$ cat src/rtl/vecmac_pkg.sv
// vecmac_pkg: shared types and constants for the vecmac multiply scheduler.
//   state_t      scheduler FSM states
//   ELEM_W       operand element width (int8)
//   PROD_W       multiplier product width (int16)
//   ACC_W_DEF    default accumulator width
//   sat_max/min  saturation limits for a w-bit two's-complement accumulator,
//                returned in the low w bits of a 64-bit word
package vecmac_pkg;

  typedef enum logic [2:0] {
    S_IDLE,
    S_ISSUE,
    S_WAIT,
    S_ACCUM,
    S_OUTPUT
  } state_t;

  localparam int ELEM_W    = 8;
  localparam int PROD_W    = 16;
  localparam int ACC_W_DEF = 24;

  function automatic logic [63:0] sat_max(input int w);
    return (64'd1 << (w - 1)) - 64'd1;
  endfunction

  // Low w bits of ~max are 1 followed by zeros, i.e. the most negative value.
  function automatic logic [63:0] sat_min(input int w);
    return ~sat_max(w);
  endfunction

endpackage

$ cat src/rtl/vecmac_acc.sv
// vecmac_acc: registered dot-product accumulator.
// Adds the sign-extended product on add_en; clr has priority and zeroes the
// sum and the sticky saturation flag.
// Build option: define VECMAC_SAT_EN for a saturating add with a sticky sat
// flag; otherwise the add wraps modulo 2^ACC_W and sat is tied 0.
// Ports:
//   clk, reset_n   clock, async active-low reset
//   clr            clear sum and sat flag
//   add_en         accumulate p this cycle
//   p              signed product (PROD_W)
//   acc            running sum (ACC_W, two's complement)
//   sat            saturation occurred since last clear
module vecmac_acc
  import vecmac_pkg::*;
#(
  parameter int ACC_W = ACC_W_DEF
) (
  input  logic              clk,
  input  logic              reset_n,
  input  logic              clr,
  input  logic              add_en,
  input  logic [PROD_W-1:0] p,
  output logic [ACC_W-1:0]  acc,
  output logic              sat
);

  logic [ACC_W-1:0] p_ext;
  logic [ACC_W-1:0] acc_nxt;

  assign p_ext = {{(ACC_W - PROD_W){p[PROD_W-1]}}, p};

`ifdef VECMAC_SAT_EN
  localparam logic [ACC_W-1:0] SAT_MAX = ACC_W'(sat_max(ACC_W));
  localparam logic [ACC_W-1:0] SAT_MIN = ACC_W'(sat_min(ACC_W));

  logic [ACC_W:0] sum_w;
  logic           ovf;

  // One guard bit: overflow when the top two bits of the widened sum differ.
  assign sum_w   = {acc[ACC_W-1], acc} + {p_ext[ACC_W-1], p_ext};
  assign ovf     = sum_w[ACC_W] ^ sum_w[ACC_W-1];
  assign acc_nxt = ovf ? (sum_w[ACC_W] ? SAT_MIN : SAT_MAX) : sum_w[ACC_W-1:0];

  always_ff @(posedge clk or negedge reset_n) begin
    if (!reset_n) begin
      sat <= 1'b0;
    end else if (clr) begin
      sat <= 1'b0;
    end else if (add_en && ovf) begin
      sat <= 1'b1;
    end
  end
`else
  assign acc_nxt = acc + p_ext;
  assign sat     = 1'b0;
`endif

  always_ff @(posedge clk or negedge reset_n) begin
    if (!reset_n) begin
      acc <= '0;
    end else if (clr) begin
      acc <= '0;
    end else if (add_en) begin
      acc <= acc_nxt;
    end
  end

endmodule

$ cat src/rtl/vecmac_mul_sched.sv
// vecmac_mul_sched: issues streamed int8 (a,b) pairs to a shared multi-cycle
// multiplier and accumulates the products into a signed dot product that is
// presented on a valid/ready output.
// Build option: VECMAC_SAT_EN selects a saturating accumulator (see vecmac_acc).
// Ports:
//   clk, reset_n                     clock, async active-low reset
//   in_valid/in_ready, in_a, in_b,   element pair input; in_last closes vector
//   in_last
//   mul_start, mul_a, mul_b          one-cycle start and registered operands
//   mul_done, mul_p                  multiplier completion and product
//   out_valid/out_ready, out_acc,    result handshake, sum, element count,
//   out_count, out_sat               saturation flag
//   busy                             FSM not in IDLE
//   err_timeout                      one-cycle pulse when the multiplier times out
//
// state    | meaning
// ---------+-------------------------------------------------------------
// S_IDLE   | ready for the next pair
// S_ISSUE  | mul_start high for one cycle
// S_WAIT   | waiting for mul_done, timeout down-counter running
// S_ACCUM  | add captured product, decide whether the vector closes
// S_OUTPUT | result presented, held until out_ready
module vecmac_mul_sched
  import vecmac_pkg::*;
#(
  parameter int ACC_W   = ACC_W_DEF,
  parameter int MAX_LEN = 256,
  parameter int CNT_W   = 9,
  parameter int TIMEOUT = 64
) (
  input  logic              clk,
  input  logic              reset_n,
  input  logic              in_valid,
  output logic              in_ready,
  input  logic [ELEM_W-1:0] in_a,
  input  logic [ELEM_W-1:0] in_b,
  input  logic              in_last,
  output logic              mul_start,
  output logic [ELEM_W-1:0] mul_a,
  output logic [ELEM_W-1:0] mul_b,
  input  logic              mul_done,
  input  logic [PROD_W-1:0] mul_p,
  output logic              out_valid,
  input  logic              out_ready,
  output logic [ACC_W-1:0]  out_acc,
  output logic [CNT_W-1:0]  out_count,
  output logic              out_sat,
  output logic              busy,
  output logic              err_timeout
);

  localparam int TMO_W = $clog2(TIMEOUT + 1);

  state_t            state;
  logic              last_q;
  logic [PROD_W-1:0] p_q;
  logic [CNT_W-1:0]  count;
  logic [CNT_W-1:0]  count_inc;
  logic [TMO_W-1:0]  tmo;
  logic              tmo_expire;
  logic              acc_clr;
  logic              acc_add;

  assign count_inc  = count + CNT_W'(1);
  // tmo counts down from TIMEOUT-1, so expiry lands on the TIMEOUT-th WAIT cycle.
  assign tmo_expire = (state == S_WAIT) && !mul_done && (tmo == '0);
  assign acc_clr    = tmo_expire || ((state == S_OUTPUT) && out_ready);
  assign acc_add    = (state == S_ACCUM);
  assign busy       = (state != S_IDLE);
  assign out_count  = count;

  vecmac_acc #(.ACC_W(ACC_W)) u_acc (
    .clk     (clk),
    .reset_n (reset_n),
    .clr     (acc_clr),
    .add_en  (acc_add),
    .p       (p_q),
    .acc     (out_acc),
    .sat     (out_sat)
  );

  always_ff @(posedge clk or negedge reset_n) begin
    if (!reset_n) begin
      state       <= S_IDLE;
      in_ready    <= 1'b0;
      mul_start   <= 1'b0;
      mul_a       <= '0;
      mul_b       <= '0;
      last_q      <= 1'b0;
      p_q         <= '0;
      count       <= '0;
      tmo         <= '0;
      out_valid   <= 1'b0;
      err_timeout <= 1'b0;
    end else begin
      mul_start   <= 1'b0;
      err_timeout <= 1'b0;
      case (state)
        S_IDLE: begin
          if (in_valid && in_ready) begin
            mul_a     <= in_a;
            mul_b     <= in_b;
            last_q    <= in_last;
            in_ready  <= 1'b0;
            mul_start <= 1'b1;
            state     <= S_ISSUE;
          end else begin
            // in_ready rises one cycle after reset release.
            in_ready <= 1'b1;
          end
        end
        S_ISSUE: begin
          tmo   <= TMO_W'(TIMEOUT - 1);
          state <= S_WAIT;
        end
        S_WAIT: begin
          if (mul_done) begin
            p_q   <= mul_p;
            state <= S_ACCUM;
          end else if (tmo == '0) begin
            err_timeout <= 1'b1;
            count       <= '0;
            in_ready    <= 1'b1;
            state       <= S_IDLE;
          end else begin
            tmo <= tmo - TMO_W'(1);
          end
        end
        S_ACCUM: begin
          count <= count_inc;
          if (last_q || (count_inc == CNT_W'(MAX_LEN))) begin
            out_valid <= 1'b1;
            state     <= S_OUTPUT;
          end else begin
            in_ready <= 1'b1;
            state    <= S_IDLE;
          end
        end
        S_OUTPUT: begin
          if (out_ready) begin
            out_valid <= 1'b0;
            count     <= '0;
            in_ready  <= 1'b1;
            state     <= S_IDLE;
          end
        end
        default: begin
          in_ready  <= 1'b0;
          out_valid <= 1'b0;
          state     <= S_IDLE;
        end
      endcase
    end
  end

endmodule

$ cat config.mk
export PLATFORM = sky130hd
export DESIGN_NAME = vecmac_mul_sched
export DESIGN_NICKNAME = d
export VERILOG_FILES = /design/src/rtl/vecmac_pkg.sv /design/src/rtl/vecmac_acc.sv /design/src/rtl/vecmac_mul_sched.sv
export SDC_FILE = /design/constraint.sdc
export NUM_CORES = 1
export LEC_CHECK = 0
export BUFFER_PORTS_ARGS = -buffer_cell sky130_fd_sc_hd__buf_2
export CAP_MARGIN = 15
export CORE_MARGIN = 4
export CORE_UTILIZATION = 25
export CTS_BUF_LIST = sky130_fd_sc_hd__clkbuf_4 sky130_fd_sc_hd__clkbuf_8
export DETAILED_ROUTE_END_ITERATION = 12
export PLACE_DENSITY_LB_ADDON = 0.25
export SYNTH_ARGS = -nofsm -noshare
export SYNTH_HDL_FRONTEND = slang
export SYNTH_SLANG_ARGS = --single-unit
$ cat constraint.sdc
create_clock -name clk -period 6.7 [get_ports clk]
set_input_delay 1.005 -clock clk [delete_from_list [all_inputs] [get_ports clk]]
set_output_delay 1.005 -clock clk [all_outputs]
set_load 0.03 [all_outputs]
== Yosys cells after proc, flatten, opt, wreduce, memory -nomap -nowiden ==
Cells that the tools add are included.
Storage, ports and cells
  flip-flop bits (word level): 80
  output and inout bits: 55
  input port bits: 38
Operators by class
  bitwise operators: 2
  reduce and logical (&&, ||, !) cells: 21
  add/sub/neg operators: 3
  equality and inequality tests: 13
  muxes and demuxes: 29
Operators with widths (number)
  24-bit 2-to-1 mux: 2
  9-bit 2-to-1 mux: 3
  9-bit case mux with 3 select lines: 1
  24-bit adder: 1
  3-bit 2-to-1 mux: 5
  3-bit case mux with 5 select lines: 1
  7-bit 2-to-1 mux: 2
  7-bit case mux with 2 select lines: 1
  1-bit 2-to-1 mux: 12
  2-bit inequality test (second input constant): 5
  9-bit by 1-bit adder with 9-bit output (second input constant): 1
  9-bit equality test (second input constant): 1
  3-bit AND reduction: 3
  7-bit logical NOT: 1
  7-bit by 1-bit subtractor with 7-bit output (second input constant): 1
  3-bit by 2-bit equality test with 1-bit output (second input constant): 2
  3-bit nonzero test: 2
  1-bit case mux with 5 select lines: 1
  5-bit AND reduction: 1
  1-bit logical AND: 4
  2-bit by 1-bit inequality test with 1-bit output (second input constant): 2
  2-bit AND reduction: 2
  4-bit AND reduction: 1
  2-bit nonzero test: 2
  other kinds (9): 11

== Longest topological paths before layout ==
Gate-level depths: netlist of the first run.
  depth after elaboration: 5
  depth in mapped cells: 9
  mapped depth without buffers: 9

== By module ==
From an unflattened synthesis of the first run, not the netlist that was laid out.
Unflattened totals
  cell total of the unflattened synthesis: 458
  area, all modules: 4710.8 um^2
Modules (own cells, without submodules)
  vecmac_mul_sched: sequential area each 1401.3 um^2, cells each 219, area an instance 2573.7 um^2, instances 1
  vecmac_acc: sequential area each 600.6 um^2, cells each 239, area an instance 2137.0 um^2, instances 1

== Worst setup path after synthesis of the first run ==
OpenSTA, ideal clock, no wires.
  path type: reg2reg
  from: register u_acc.acc[0]
  to: register u_acc.acc[22]
  setup time: 0.135 ns
  arrival time: 2.419 ns
  required time: 6.565 ns
  stages on the path, launching flop included: 10
  slack: 4.146 ns
  cell sequence: dfrtp_1 > ha_1 > fa_1 > a211oi_1 > o21ai_0 > a32oi_1 > nand2_1 > a221oi_1 > xor2_1 > o21ai_0
Between the ends
  cells in the longest elaborated chain, start to end: 3
Ends and longest elaborated chain
  start, declared: line vecmac_acc.sv:23  | output logic [ACC_W-1:0] acc,
  start signal, assigned: line vecmac_acc.sv:64  | acc <= acc_nxt;
  24-bit adder: line vecmac_acc.sv:54  | assign acc_nxt = acc + p_ext;
  24-bit 2-to-1 mux: line vecmac_acc.sv:63  | end else if (add_en) begin
  24-bit 2-to-1 mux: line vecmac_acc.sv:61  | end else if (clr) begin
No other way between the ends. The select of a mux whose other input is x is not followed.
A chain may end at the register's enable or synchronous reset.

== Worst setup path in the final report of the first run ==
Ends and elaborated chain as after synthesis.

==> results of run 1 <==
[cell type report]
cell class	count	area, µm²
clock buffers	10	131.4
flip-flops and latches	80	2002
multi-input cells	389	2459
clock inverters	6	92.59
fillers	1931	12530
diodes	1	2.502
repair buffers	94	480.5
well taps	229	286.5
inverters	10	37.54
[Yosys cell counts, types with 10 or more instances]
cell	instances	area share
sky130_fd_sc_hd__nor2_1	27	0.022
sky130_fd_sc_hd__ha_1	26	0.071
sky130_fd_sc_hd__o21ai_0	36	0.039
sky130_fd_sc_hd__xnor2_1	12	0.023
sky130_fd_sc_hd__xor2_1	10	0.019
sky130_fd_sc_hd__nand2_1	109	0.089
sky130_fd_sc_hd__a21o_1	10	0.016
sky130_fd_sc_hd__dfrtp_1	80	0.44
sky130_fd_sc_hd__a211oi_1	10	0.016
sky130_fd_sc_hd__mux2_2	16	0.039
sky130_fd_sc_hd__clkbuf_1	18	0.015
sky130_fd_sc_hd__a21oi_1	25	0.027
[worst max-delay path by stage]
stage          cells after the start                   endpoint
2_1_floorplan                      9  u_acc.acc[22]$_DFFE_PN0P_
3_3_place_gp                       4       state[0]$_DFFE_PN0P_
3_5_place_dp                       4       state[0]$_DFFE_PN0P_
4_1_cts                            9  u_acc.acc[22]$_DFFE_PN0P_
5_1_grt                            9  u_acc.acc[22]$_DFFE_PN0P_
6_report                           9  u_acc.acc[22]$_DFFE_PN0P_
[routing by layer]
layer | up-vias | GRT usage | routed length [µm]
li1 | 1942 | - | -
met1 | 1882 | 0.1619 | 5728
met2 | 90 | 0.2026 | 5586
met3 | 16 | 0.04359 | 781
met4 | 2 | 0.03915 | 200
met5 | - | 0 | 12
[power by group through the flow]
| stage | Sequential (mW) | Clock, mW | Combinational, mW |
|---|---|---|---|
| after floorplan | 1.13 | 0 | 1.19 |
| after global placement | 0.894 | 0 | 1.91 |
| after detailed placement | 0.892 | 0 | 1.93 |
| after CTS | 0.887 | 0.428 | 1.93 |
| after global routing | 0.918 | 0.444 | 2.17 |
| final | 0.882 | 0.405 | 1.92 |
[state kept, by name, summed over array words and instances, names as in the netlist]
register     cells
u_acc.acc       24
p_q             16
out_count        9
mul_a            8
mul_b            8
tmo              7
state            3
err_timeout      1
in_ready         1
last_q           1
mul_start        1
out_valid        1
[critical path: cells and delay by family, from the launching register on]
kind	cells	cell delay, ps
xor gates and xnor gates	1	160
DFF	1	390
and+or+nand+nor	1	160
AOI/OAI and AO/OA	5	1230
adders and majority gates	2	660
[cells by family after synthesis]
logic type,Yosys count,share of synthesized area
AOI/OAI and AO/OA,129,0.1820
xor gates and xnor gates,22,0.04203
adders and majority gates,27,0.07533
buffers and inverters,32,0.02838
DFF,80,0.4367
muxes,17,0.04148
other,1,0.0008180
and+or+nand+nor,193,0.1932
==> impl_summary.md, run 1 <==
Status
The run finished with clean final reports.

Global routing
The initial antenna violation count was 1. The global-route congestion overflow total is 0. The via count of the first global-routing pass was 4030. The total routing resource utilization after global routing is 0.1266. The pin count of the biggest net entering global routing is 53. The first-pass GRT wire length is 20640 µm.

Finish
Leaving out fill and tap cells, the most frequent cell in the layout is sky130_fd_sc_hd__nand2_1. The share of final-layout standard cells stronger than drive strength 1 is 0.2326. Leaving out fill and tap cells, the most frequent cells in the layout are 109 x sky130_fd_sc_hd__nand2_1, 90 x sky130_fd_sc_hd__buf_2, 80 x sky130_fd_sc_hd__dfrtp_1, 36 x sky130_fd_sc_hd__o21ai_0, 27 x sky130_fd_sc_hd__nor2_1. Compared with the post-synthesis result, the final layout area differs by 19.79%. Once layout is done, the placed cells without fillers occupy 0.005492 mm². The share of the core filled with cells is 0.3047. The final-stage net count is 649. The count of cells in the finished layout, fillers not included, comes to 819.

Critical path
The critical path starts at u_acc.acc[0]$_DFFE_PN0P_. The critical path required time is 6950 ps. For the worst flop-to-flop path, the logic depth is 9. The startpoint of the lowest-slack register-to-register path is u_acc.acc[0]$_DFFE_PN0P_. The critical path in this run is classified as flip-flop to flip-flop. The endpoint identified for the worst register-to-register timing path is u_acc.acc[22]$_DFFE_PN0P_.

The worst setup path is captured at a flip-flop. The arrival time of data at the critical path endpoint is 2970 ps. Walking the worst path, the cells encountered are ha_1 -> fa_1 -> a211oi_1 -> o21ai_0 -> a32oi_1 -> nand2_1 -> a221oi_1 -> xor2_1 -> o21ai_0. The worst register-to-register path has a setup slack of 3980 ps. The critical-path cell with the highest stage delay is sky130_fd_sc_hd__fa_1. The maximum cell stage delay along the critical path is 430 ps. STA classifies the critical path startpoint as a flip-flop.

In this run the worst path has a maximum fanout of 3. The cell that appears most often on the critical path is sky130_fd_sc_hd__o21ai_0.

Synthesis
Among all flip-flop cells after synthesis, the most frequent one is sky130_fd_sc_hd__dfrtp_1. Counting flops with a built-in enable in the synthesized netlist gives 0. The number of different library cells used by synthesis comes to 61. The number of nets handed over by synthesis was 566. For this run, the number of Yosys warnings is 0. Synthesis inferred 80 register bits. The post-synthesis cell area is 0.004584 mm². In the synthesized netlist, the number of instances is 501. The post-synthesis area per instance is 9.150 µm². After synthesis, the share of flip-flops with an asynchronous set or reset is 1.000. The share of the Yosys chip area taken by registers is 0.4367.

Floorplan
The placeable core region is 0.01802 mm². The floorplan step set the die width to 143.4 µm. The placement row count is 49.

The initial utilization of the core area, before any placement, comes to 0.2543. 93 I/O pins were placed. The die covers 0.02057 mm². The die is 143.4 µm tall.

Clock network
The number of buffers inserted to repair setup after CTS is 0. The quantity of gates resized following cts is 0. The CTS buffer count is 9. TritonCTS built the clock tree. In this run the clock root is driven by a sky130_fd_sc_hd__clkbuf_8. The TritonCTS sink count is 80. The longest clock path from root to sink contains 2 buffers. After clock tree synthesis, the clock-pin slew on the worst setup and hold paths is 90 ps. The H-tree was split into 3 levels.

Buffers inserted to repair hold after CTS numbered 0. The clock insertion delay at the later pin of the skew report is 370 ps.

Power and ir drop
For this design the ratio of total power to cell area is 583.9 mW/mm². Of the total power, combinational logic draws 0.599. In this run the static leakage power is 2.619 nW. The worst-case IR drop observed on VDD is 0.2123 mV. The internal portion of the total power is 1.629 mW. Overall power consumption after layout is estimated at 3.206 mW. The part of the total power dissipated in the clock network is 0.126. The proportion of power drawn by flip-flops and latches is 0.275. Summed over all nets, the switching power comes to 1.578 mW.

Of the total power, the share spent switching nets is 0.4920.

STA
The transition time at the pin with the least slew margin is 891.3 ps. Subtracting the final worst setup slack from the clock period gives 2723 ps. The final clock skew is 9.782 ps. After layout, the worst setup slack is 3978 ps. The max-slew violation count was 0.

The worst-case hold slack is 486.5 ps. Based on the critical path, the design can be clocked at up to 367.3 MHz. Measured against its own limit, the worst slew margin works out to 0.4058. Setup repair after global routing left no endpoint under its margin.

Of the available clock period, the critical path in the final layout requires 0.4063. The number of setup violations in the final report is 0. The total negative setup slack is 0 ps. The final hold violation count was 0.

Place
The number of cells in the design after placement is 802. The placed instance area is 0.005265 mm². OpenSTA, run right after detailed placement, puts the worst setup slack at 3788 ps.

During placement, the flow inserted port buffers numbering 91. The placer's final routability congestion estimate is 0.8033. Summed over all nets, the half-perimeter wirelength after detailed placement is 9127 µm.

Worst hold path
The worst hold path begins at mul_a[4]$_DFFE_PN0P_. The path with the worst hold slack has its endpoint at mul_a[4]$_DFFE_PN0P_. The class of the tightest hold or removal check is flip-flop to flip-flop. The number of cells on the worst hold path is 2.

Detailed routing
After detailed routing, the number of remaining DRC violations is 0. The number of routed nets with antenna violations is 0. The post-detailed-route wirelength per cell is 15.03 µm. Using the TritonRoute via totals, the vias-per-cell ratio works out to 4.801. Before antenna repair, the detailed router went through 4 iterations. After the first detailed-routing iteration, the DRC count stood at 267. The total via count after detailed routing is 3932. The total length of routed wires is 12310 µm.

Flow run
The number of violations of the max-capacitance limit is 0.
(Power assumes the default switching activity.)
==> run 2, diff against run 1 <==
clock period = 2.6 ns   (was 6.7 ns; I/O delays follow)
==> run 2 against run 1 <==
Total power rose to 2.7 times the previous value. Clock skew is 0.68 ps higher. Worst setup slack got worse by 3900 ps. Critical path type unchanged. Critical endpoint unchanged.
==> impl_summary.md, run 2 (synthesized netlist as in run 1, its figures left out) <==
Power and ir drop
The total chip power is 8.516 mW (+170%). The power per unit of standard cell area is 1498 mW/mm² (+160%). The worst voltage drop across the vdd grid is 0.6222 mV (+190%). The cell leakage power is 2.742 nW (+4.7%).

Finish
The post-route cell area is 0.005684 mm² (+3.5%). The final-stage net count is 670 (+3.2%). The leading cell type in the layout, fill and taps excluded is sky130_fd_sc_hd__nand2_1. In the layout the commonest cells are 108 x sky130_fd_sc_hd__nand2_1, 90 x sky130_fd_sc_hd__buf_2, 80 x sky130_fd_sc_hd__dfrtp_1, 34 x sky130_fd_sc_hd__o21ai_0, 27 x sky130_fd_sc_hd__nor2_1. The number of antenna cells inserted came to 0 (-1). The number of inserted filler cells in the final layout came to 1922 (-0.47%). The flip-flop count of the largest register, all copies and words added is 24 (unchanged).

The share of final-layout standard cells stronger than drive strength 1 is 0.2705 (+0.03789). Compared with the post-synthesis result, the final layout area differs by 23.99%. The register containing the most flip-flops in the final layout is u_acc.acc.

Detailed routing
The count of TritonRoute iterations in the first routing pass was 4 (unchanged). The post-detailed-route wirelength per cell is 15.34 µm (+2.1%). The total via count after detailed routing is 3954 (+0.56%). The total length of routed wires came to 12870 µm (+4.6%). The via density per instance is 4.713 (-1.8%). The number of design-rule violations left by the first detailed-router iteration is 220 (-18%). The DRC violation count after routing was 0 (unchanged). The number of routed nets with antenna violations is 0 (unchanged).

Floorplan
The die outline width came to 143.4 µm (unchanged). The die outline area is 0.02057 mm² (unchanged). The number of top-level pins is 93 (unchanged). The placeable core region is 0.01802 mm² (unchanged). The placement row count is 49 (unchanged). The initial cell density of the core came to 0.2543 (unchanged).

The floorplan die height is 143.4 µm (unchanged).

Clock network
The TritonCTS sink count is 80 (unchanged). The clock-pin slew reported for the worst setup and hold paths after clock tree synthesis was 90 ps (about the same). The CTS buffer count came to 9 (unchanged).

TritonCTS built the clock tree. The clock insertion delay at the later pin of the skew report is 370 ps (about the same). The cell at the root of the clock tree is sky130_fd_sc_hd__clkbuf_8. The number of buffers inserted for hold repair after clock tree synthesis is 0 (unchanged). The deepest clock path buffer count is 2 (unchanged). The total number of H-tree levels was 3 (unchanged).

STA
The final hold violation count was 0 (unchanged). The total negative setup slack is 0 ps (unchanged). The worst max-slew margin expressed relative to the limit is 0.6185 (+0.2127). The maximum clock rate is 402.9 MHz (+9.7%). The transition time at the pin with the least slew margin is 572.2 ps (-319.1 ps). The number of setup violations in the final report is 0 (unchanged).

The final clock skew is 10.47 ps (+0.6847 ps). Setup repair after global routing left no endpoint under its margin. The max-slew violation count is 0 (unchanged). The final period demand of the worst path is 2482 ps (-240.3 ps). The period utilization is 0.9547 (+0.5484). The worst-case hold slack came to 6.667 ps (-479.9 ps).

Critical path
The arrival time of data at the critical path endpoint is 2730 ps (-240 ps). The worst setup path is launched from a flip-flop. The critical path required time is 2840 ps (-4110 ps).

The type of destination of the critical path is a flip-flop. The worst reg-to-reg setup slack is 120 ps (-3860 ps). The endpoint of the most critical setup path is u_acc.acc[22]$_DFFE_PN0P_. The capture point of the worst reg-to-reg path is u_acc.acc[22]$_DFFE_PN0P_. The maximum fanout count along the critical path was 3 (unchanged). The critical path is of the flip-flop to flip-flop type. The most critical setup path has its startpoint at u_acc.acc[0]$_DFFE_PN0P_.

The startpoint of the lowest-slack register-to-register path is u_acc.acc[0]$_DFFE_PN0P_. The worst reg2reg path depth came to 9 (unchanged).

Worst hold path
The class of the tightest hold or removal check is primary input to asynchronous set/reset pin.

Global routing
The total routing resource utilization after global routing is 0.1301 (+0.003444). The first-pass GRT wire length is 21380 µm (+3.6%). The global-route congestion overflow total came to 0 (unchanged). The pin count of the biggest net entering global routing is 42 (-21%). The via count of the first global-routing pass is 4166 (+3.4%). The initial antenna violation count is 1 (unchanged).

Place
The placer's final routability congestion estimate is 0.8099 (+0.82%). The port buffer count is 91 (unchanged). The placed instance area came to 0.005433 mm² (+3.2%). The detailed placer's ending HPWL is 9646 µm (+5.7%).

Status
The run finished with clean final reports.

Flow run
The number of violations of the max-capacitance limit is 0 (unchanged).
## run 2: power by group
part	switching (mW)	internal [mW]
combinational	3.27	2.11
clock	0.469	0.396
sequential	0.487	1.79
total	4.23	4.29
## run 2: final cells by class
type	count	area, µm²	share of cell area
well taps	229	286.5	0.05041
flip-flops and latches	80	2002	0.3522
inverters	10	37.54	0.006604
clock inverters	5	31.28	0.005503
clock buffers	11	151.4	0.02663
repair buffers	115	663.1	0.1167
multi-input cells	389	2512	0.4420
## run 2: worst min-delay path by stage
| stage | startpoint | to | slack [ps] |
|---|---|---|---|
| 6_report | reset_n | u_acc.acc[10]$_DFFE_PN0P_ | 7 |
| 5_1_grt | reset_n | u_acc.acc[10]$_DFFE_PN0P_ | 30 |
| 4_1_cts | reset_n | u_acc.acc[10]$_DFFE_PN0P_ | 8 |
| 3_5_place_dp | reset_n | p_q[9]$_DFFE_PN0P_ | 420 |
| 3_3_place_gp | reset_n | p_q[9]$_DFFE_PN0P_ | 430 |
| 2_1_floorplan | reset_n | err_timeout$_DFF_PN0_ | 90 |
## run 2: worst max-delay path: stages (launching register included)
cell	delay, ps
sky130_fd_sc_hd__dfrtp_1	380
sky130_fd_sc_hd__ha_1	230
sky130_fd_sc_hd__fa_2	380
sky130_fd_sc_hd__a211oi_2	310
sky130_fd_sc_hd__o21ai_1	140
sky130_fd_sc_hd__a32oi_1	270
sky130_fd_sc_hd__nand2_2	140
sky130_fd_sc_hd__a221oi_2	270
sky130_fd_sc_hd__xor2_1	160
sky130_fd_sc_hd__o21ai_0	80
## run 2: through the flow
stage | util | setup WS, ps | instances
after floorplan | - | 45.95 | 501
after global placement | 0.3014 | 1.350 | 821
after detailed placement | 0.3014 | -52.71 | 821
after CTS | 0.3118 | 11.23 | 837
after global routing | 0.3154 | 0.01577 | 839
final | 0.3154 | 117.8 | 839
## run 2: per-layer routing
metal / global-route usage / vias up / wire length, µm
met5: 0 / - / 20
met4: 0.02676 / 2 / 108
met3: 0.04725 / 8 / 750
met2: 0.2178 / 82 / 6080
met1: 0.1622 / 1877 / 5915
li1: - / 1985 / -
## run 2: timing repair
action / CTS / global route
gates resized for setup: 1 / 12
pin swaps: 0 / 5
setup endpoints to repair: 3 / 11
setup buffers: 0 / 2
